$ cat config.mk
export PLATFORM = sky130hd
export DESIGN_NAME = fifo_wr_arbiter
export DESIGN_NICKNAME = d
export VERILOG_FILES = /design/src/rtl/fifo_wr_arbiter.sv
export SDC_FILE = /design/constraint.sdc
export NUM_CORES = 1
export LEC_CHECK = 0
export BUFFER_PORTS_ARGS = -buffer_cell sky130_fd_sc_hd__buf_2
export CAP_MARGIN = 30
export CORE_MARGIN = 1.5
export CORE_UTILIZATION = 25
export DETAILED_ROUTE_END_ITERATION = 8
export PLACE_DENSITY_LB_ADDON = 0.15
export SYNTH_ARGS = -nofsm -noshare
export SYNTH_HDL_FRONTEND = slang
export SYNTH_SLANG_ARGS = --single-unit
$ cat constraint.sdc
create_clock -name clk -period 2.7 [get_ports clk]
set_input_delay 0.675 -clock clk [delete_from_list [all_inputs] [get_ports clk]]
set_output_delay 0.675 -clock clk [all_outputs]
set_load 0.01 [all_outputs]
$ cat src/rtl/fifo_wr_arbiter.sv
// Round-robin arbiter in front of a FIFO write port. A grant is held until the
// packet ends, BURST_MAX beats are written, or the owner stays idle TIMEOUT cycles.
module fifo_wr_arbiter #(
    parameter int NUM_REQ   = 4,
    parameter int DATA_W    = 8,
    parameter int BURST_MAX = 4,
    parameter int TIMEOUT   = 8
) (
    input  logic                      clk,
    input  logic                      rst_n,
    input  logic [NUM_REQ-1:0]        req_valid,
    input  logic [NUM_REQ*DATA_W-1:0] req_data,
    input  logic [NUM_REQ-1:0]        req_last,
    output logic [NUM_REQ-1:0]        req_ready,
    input  logic                      fifo_full,
    output logic                      fifo_wr_en,
    output logic [DATA_W-1:0]         fifo_wr_data,
    output logic [2:0]                grant_id,
    output logic                      busy
);

    typedef enum logic {
        IDLE  = 1'b0,
        GRANT = 1'b1
    } state_t;

    state_t            state, state_nxt;
    logic [2:0]        rr_ptr, rr_ptr_nxt;
    logic [2:0]        grant_nxt;
    logic [2:0]        winner;
    logic              found;
    logic [3:0]        beat_cnt, beat_cnt_nxt;
    logic [7:0]        idle_cnt, idle_cnt_nxt;
    logic              owner_valid;
    logic              owner_last;
    logic [DATA_W-1:0] owner_data;
    logic              beat;

    // Search rr_ptr..NUM_REQ-1 first, then wrap to 0..rr_ptr-1.
    // NOTE: every variable gets a default before any branch, so no latch is inferred.
    always_comb begin
        found  = 1'b0;
        winner = '0;
        for (int i = 0; i < NUM_REQ; i++) begin
            if (!found && req_valid[i] && (3'(i) >= rr_ptr)) begin
                found  = 1'b1;
                winner = 3'(i);
            end
        end
        for (int i = 0; i < NUM_REQ; i++) begin
            if (!found && req_valid[i]) begin
                found  = 1'b1;
                winner = 3'(i);
            end
        end
    end

    always_comb begin
        owner_valid = 1'b0;
        owner_last  = 1'b0;
        owner_data  = '0;
        for (int i = 0; i < NUM_REQ; i++) begin
            if (grant_id == 3'(i)) begin
                owner_valid = req_valid[i];
                owner_last  = req_last[i];
                owner_data  = req_data[i*DATA_W +: DATA_W];
            end
        end
    end

    assign beat         = (state == GRANT) && owner_valid && !fifo_full;
    assign fifo_wr_en   = beat;
    assign fifo_wr_data = beat ? owner_data : '0;
    assign busy         = (state == GRANT);

    always_comb begin
        req_ready = '0;
        for (int i = 0; i < NUM_REQ; i++) begin
            req_ready[i] = beat && (grant_id == 3'(i));
        end
    end

    always_comb begin
        state_nxt    = state;
        rr_ptr_nxt   = rr_ptr;
        grant_nxt    = grant_id;
        beat_cnt_nxt = beat_cnt;
        idle_cnt_nxt = idle_cnt;
        case (state)
            IDLE: begin
                if (found) begin
                    state_nxt    = GRANT;
                    grant_nxt    = winner;
                    rr_ptr_nxt   = (winner == 3'(NUM_REQ-1)) ? 3'd0 : winner + 3'd1;
                    beat_cnt_nxt = '0;
                    idle_cnt_nxt = '0;
                end
            end
            GRANT: begin
                if (beat) begin
                    // Last beat and burst limit may coincide: one release either way.
                    if (owner_last || (beat_cnt == 4'(BURST_MAX-1))) begin
                        state_nxt    = IDLE;
                        beat_cnt_nxt = '0;
                    end else begin
                        beat_cnt_nxt = beat_cnt + 4'd1;
                    end
                    idle_cnt_nxt = '0;
                end else if (!owner_valid) begin
                    if (idle_cnt == 8'(TIMEOUT-1)) begin
                        state_nxt    = IDLE;
                        beat_cnt_nxt = '0;
                        idle_cnt_nxt = '0;
                    end else begin
                        idle_cnt_nxt = idle_cnt + 8'd1;
                    end
                end
            end
            default: state_nxt = IDLE;
        endcase
    end

    // NOTE: sequential state uses non-blocking (<=) so all registers update together.
    always_ff @(posedge clk or negedge rst_n) begin
        if (!rst_n) begin
            state    <= IDLE;
            rr_ptr   <= '0;
            grant_id <= '0;
            beat_cnt <= '0;
            idle_cnt <= '0;
        end else begin
            state    <= state_nxt;
            rr_ptr   <= rr_ptr_nxt;
            grant_id <= grant_nxt;
            beat_cnt <= beat_cnt_nxt;
            idle_cnt <= idle_cnt_nxt;
        end
    end

endmodule
* After elaboration in Yosys (flattened, before gate mapping) *
Cells that the tools add are included.

storage, ports and cells
  input port bits = 43
  bits in registers = 19
  output and inout bits = 17
  logic and storage cells = 98

cells by class
  mux-type cells = 46
  $lt $le $gt $ge = 4
  bitwise logic cells = 1
  reductions and logical operators = 30
  eq/ne operators = 9
  $add $sub $neg = 3

operators with widths
  kind                   number
  $mux W8                9
  $mux W1                22
  $mux W4                5
  $logic_and A1 B1 Y1    17
  $pmux W8 S2            1
  $mux W3                5
  $eq A3 B2 Y1 const B   3
  $add A8 B1 Y8 const B  1
  $eq A8 B3 Y1 const B   1
  $logic_not A1 Y1       8
  $pmux W4 S2            1
  $ge A1 B3 Y1 const A   2
  $ge A2 B3 Y1 const A   2
  $add A4 B1 Y4 const B  1
  $eq A4 B2 Y1 const B   1
  $mux W2                2
  $reduce_and A2 Y1      2
  $add A3 B1 Y3 const B  1
  $eq A3 B1 Y1 const B   1
  $logic_not A3 Y1       1
  $ne A3 B1 Y1 const B   1
  $ne A3 B2 Y1 const B   1
  $reduce_and A3 Y1      1
  $ne A2 B2 Y1 const B   1
  other kinds (3)        3

* Logic depth before layout (Yosys ltp) *
  depth in word-level cells = 29
  mapped depth = 6
  gate-level depth less buffers = 6

* Worst setup path after synthesis *
OpenSTA, ideal clock, no wires.

  kind = register to output
  from = register grant_id[0]
  to = output fifo_wr_data[2]
  buffers on the path = 2
  slack = 0.352 ns
  data required time = 2.025 ns
  stages on the path, launching flop included = 5
  arrival = 1.673 ns
  cells stage by stage = dfrtp_1 -> buf_6 -> clkbuf_1 -> mux4_2 -> and3_1

on the way
  word-level cells in the longest chain between the ends = 8
  elaborated cells between the ends (all ways) = 15
  those cells by class = eq/ne: 3; mux: 9; reduce/logical: 3

ends and longest elaborated chain
  item                              RTL line  source
  start, declared                   18        output logic [2:0] grant_id,
  start signal, assigned            134       grant_id <= grant_nxt;
  $logic_not A3 Y1                  63        if (grant_id == 3'(i)) begin
  $mux W1 (4 in a row)              63
  $logic_and A1 B1 Y1 (2 in a row)  71        assign beat = (state == GRANT) && owner_valid && !fifo_full;
  $mux W8 (*)                       73        assign fifo_wr_data = beat ? owner_data : '0;
  end, declared                     17        output logic [DATA_W-1:0] fifo_wr_data,

Every way passes the cells marked *; elsewhere a longest branch is shown, timed or not.

* Worst setup path after layout *
  from = register grant_id[0]
  to = output fifo_wr_data[6]

Same word-level chain as after synthesis.

==> flow_metrics.env <==
export IMPL_critPathMaxStageDelay_ps=530
export IMPL_antenna_found_initial=0
export IMPL_rsz0062_at_grt="no"
export IMPL_critical_path_max_fanout=13
export IMPL_fin_crit_sh=0.918
export IMPL_max_slew_margin=0.640
export IMPL_met2_length_um=1580
export IMPL_wl_met3_um=159
export IMPL_start_kind="flop"
export IMPL_cts_max_path_buffers=2
export IMPL_rr_worst_depth=5
export IMPL_start_util=0.262
export IMPL_synth_nets=176
export IMPL_critPathKind="reg -> out"
export IMPL_worstPathCellList="buf_4 > mux4_2 > and3_1 > buf_2"
export IMPL_wl_met1_um=1660
export IMPL_coreArea_sq_um=5170
export IMPL_arrival_ps=1800
export IMPL_dp_cells=258
export IMPL_max_freq_mhz=403
export IMPL_clk_latency_ps=250
export IMPL_port_buffers=58
export IMPL_critical_path_buf_inv_count=2
export IMPL_synthArstFlopShare=1.00
export IMPL_grt_use_total=0.118
export IMPL_min_period_ps=2480
export IMPL_status="finished clean"
export IMPL_cap_violations=0
export IMPL_routed_wl_um=3440
export IMPL_grt_pass1_wl_um=5700
export IMPL_yosysWarningCount=0
export IMPL_routedWlPerCell_um=13.1
export IMPL_dr_pass1_iters=4
export IMPL_ys_ff_latch=17
export IMPL_yosysMostFrequentCell="dfrtp_1"
export IMPL_grt_pass1_vias=1230
export IMPL_synth_top_area_cell="dfrtp_1"
export IMPL_synth_seq_area_share=0.313
export IMPL_hold_buffers=0
export IMPL_num_vias=1279
export IMPL_syn_to_final_growth_pct=32.2
export IMPL_cts_root_buffer="clkbuf_8"
export IMPL_slowest_stage="dfrtp_2"
export IMPL_numCtsBuffers=3
export IMPL_drt_iter0_markers=47
export IMPL_setup_tns_final_ps=0
export IMPL_ioPinCount=60
export IMPL_cts_tree="yes"
export IMPL_post_dp_hpwl_um=2710
export IMPL_syn_area_per_cell_sq_um=10.4
export IMPL_worst_pin_slew_ps=538
export IMPL_std_cell_rows=26
export IMPL_final_antenna_net_count=0
export IMPL_worst_hold_slack_ps=347
export IMPL_synth_area_sq_um=1360
export IMPL_hold_viol_final=0
export IMPL_dieArea_sq_um=5880
export IMPL_ys_types=42
export IMPL_n_antenna_cell=0
export IMPL_p_leak_nw=0.901
export IMPL_dieHeight_um=76.7
export IMPL_synth_edff_count=0
export IMPL_yosys_top_cells_count="dfrtp_1, and3_1, nand2_1"
export IMPL_ir_drop_v=0.000266
export IMPL_worstPathRequired_ps=2030
export IMPL_finalMaxSlewViolations=0
export IMPL_grt_start_max_net_pins=18
export IMPL_clk_pin_slew_worst_paths_ps=70
export IMPL_cp_top_family="flip-flops"
export IMPL_nNetsFinal=239
export IMPL_top_layer_used="met4"
export IMPL_fin_cells=262
export IMPL_netlist_area_leader_share=0.313
export IMPL_grt_ovfl_total=0
export IMPL_via_per_inst=4.88
export IMPL_yosys_top_cells_area="dfrtp_1, mux4_2, mux4_1"
export IMPL_r2r_end="beat_cnt[0]$_DFFE_PN0P_"
export IMPL_gp_congestion=0.756
export IMPL_fill_cells=514
export IMPL_drive_gt1_frac=0.438
export IMPL_synth_ff_type="dfrtp_1"
export IMPL_drc=0
export IMPL_cts_sinks=17
export IMPL_power_density_nw_per_um2=816
export IMPL_dieWidth_um=76.7
export IMPL_skew_ps=1.16
export IMPL_htreeDepth=1
export IMPL_setup_viol=0
export IMPL_hold_path_class="in -> async"
export IMPL_r2r_setup_slack_ps=480
export IMPL_r2r_start="grant_id[0]$_DFFE_PN0P_"
export IMPL_endpoint_kind="output port"
export IMPL_syn_inst=130
## where the power goes
group	switching (mW)	internal [mW]
clock	0.0879	0.102
combinational	0.385	0.425
sequential	0.136	0.328
total	0.609	0.856
## layer usage
metal | up-vias | GRT usage
met4 | 0 | 0.0370
met3 | 4 | 0.0202
met2 | 50 | 0.194
met1 | 598 | 0.156
li1 | 627 | -
met5 | - | 0
## worst reg2reg max path, stage by stage (launching register included)
cell      delay [ps]
dfrtp_2          530
mux4_2           660
buf_4            220
a211oi_4         370
nand2b_4         240
mux2_2           150
## metrics by stage
stage               total power, mW   util  setup slack [ps]  cell area, sq um
CTS                            1.49  0.347              16.2              1790
finish                         1.46  0.347               221              1790
global route                   1.59  0.347               124              1790
floorplan                      1.04      -               352              1360
global placement               1.27  0.338               273              1750
detailed placement             1.29  0.338               253              1750
## registers in the layout, summed over array words and instances (netlist names)
signal    count
beat_cnt      4
idle_cnt      8
busy          1
grant_id      2
rr_ptr        2
## final cells by class
cell class / count / area, sq um / share of cell area
well taps: 70 / 87.6 / 0.0488
multi-input cells: 99 / 868 / 0.484
inverters: 8 / 30.0 / 0.0167
repair buffers: 64 / 335 / 0.187
flip-flops and latches: 17 / 427 / 0.238
clock inverters: 1 / 5.00 / 0.00279
clock buffers: 3 / 41.3 / 0.0230
## placed cells by master (no fill, tap or decap), drive strengths merged
cell type  synthesis  final
a41oi              2      2
a311oi             1      1
nand3              3      3
mux2i              1      1
a211oi             2      2
a221oi             2      2
inv                8      8
nor3               2      2
and2               2      2
a22o               1      1
a31oi              6      6
nor2b              2      2
mux2               4      4
dfrtp             17     17
mux4              10     10
a211o              1      1
nor3b              2      2
conb               1      1
o22ai              2      2
a221o              1      1
a22oi              1      1
and3              11     11
or3                1      1
a21o               1      1
nand2b             5      5
nor4               4      4
o21ai              5      5
nand3b             1      1
clkbuf             4      3
ha                 3      3
nor2               7      7
buf                2     64
clkinv             0      1
a21oi              5      5
and3b              1      1
nand2              9      9
## worst max path at each step
stage / startpoint / slack (ps) / depth (start not counted) / end
3_5_place_dp: req_valid[3] / 250 / 6 / beat_cnt[0]$_DFFE_PN0P_
3_3_place_gp: req_valid[3] / 270 / 6 / beat_cnt[2]$_DFFE_PN0P_
6_report: grant_id[0]$_DFFE_PN0P_ / 220 / 4 / fifo_wr_data[6]
4_1_cts: grant_id[0]$_DFFE_PN0P_ / 20 / 4 / fifo_wr_data[6]
2_1_floorplan: grant_id[0]$_DFFE_PN0P_ / 350 / 4 / fifo_wr_data[2]
5_1_grt: grant_id[0]$_DFFE_PN0P_ / 120 / 4 / fifo_wr_data[6]
## kinds of logic (layout without fill, tap and decap cells)
| logic type | Yosys count | after routing | share of synthesized area |
|---|---|---|---|
| AO/OA/AOI/OAI | 30 | 30 | 0.181 |
| adder cells (fa/ha/maj) | 3 | 3 | 0.0277 |
| buffers and inverters | 14 | 76 | 0.0470 |
| flip-flops | 17 | 17 | 0.313 |
| multiplexers | 15 | 15 | 0.218 |
| other | 1 | 1 | 0.00276 |
| AND/OR/NAND/NOR | 50 | 50 | 0.211 |
## repair_timing
item | 4_1_cts | 5_1_grt
gates resized for setup | 0 | 1
buffers inserted | 0 | 0
setup endpoints to repair | 0 | 9
No activity file was read; power rests on OpenSTA's default activity.
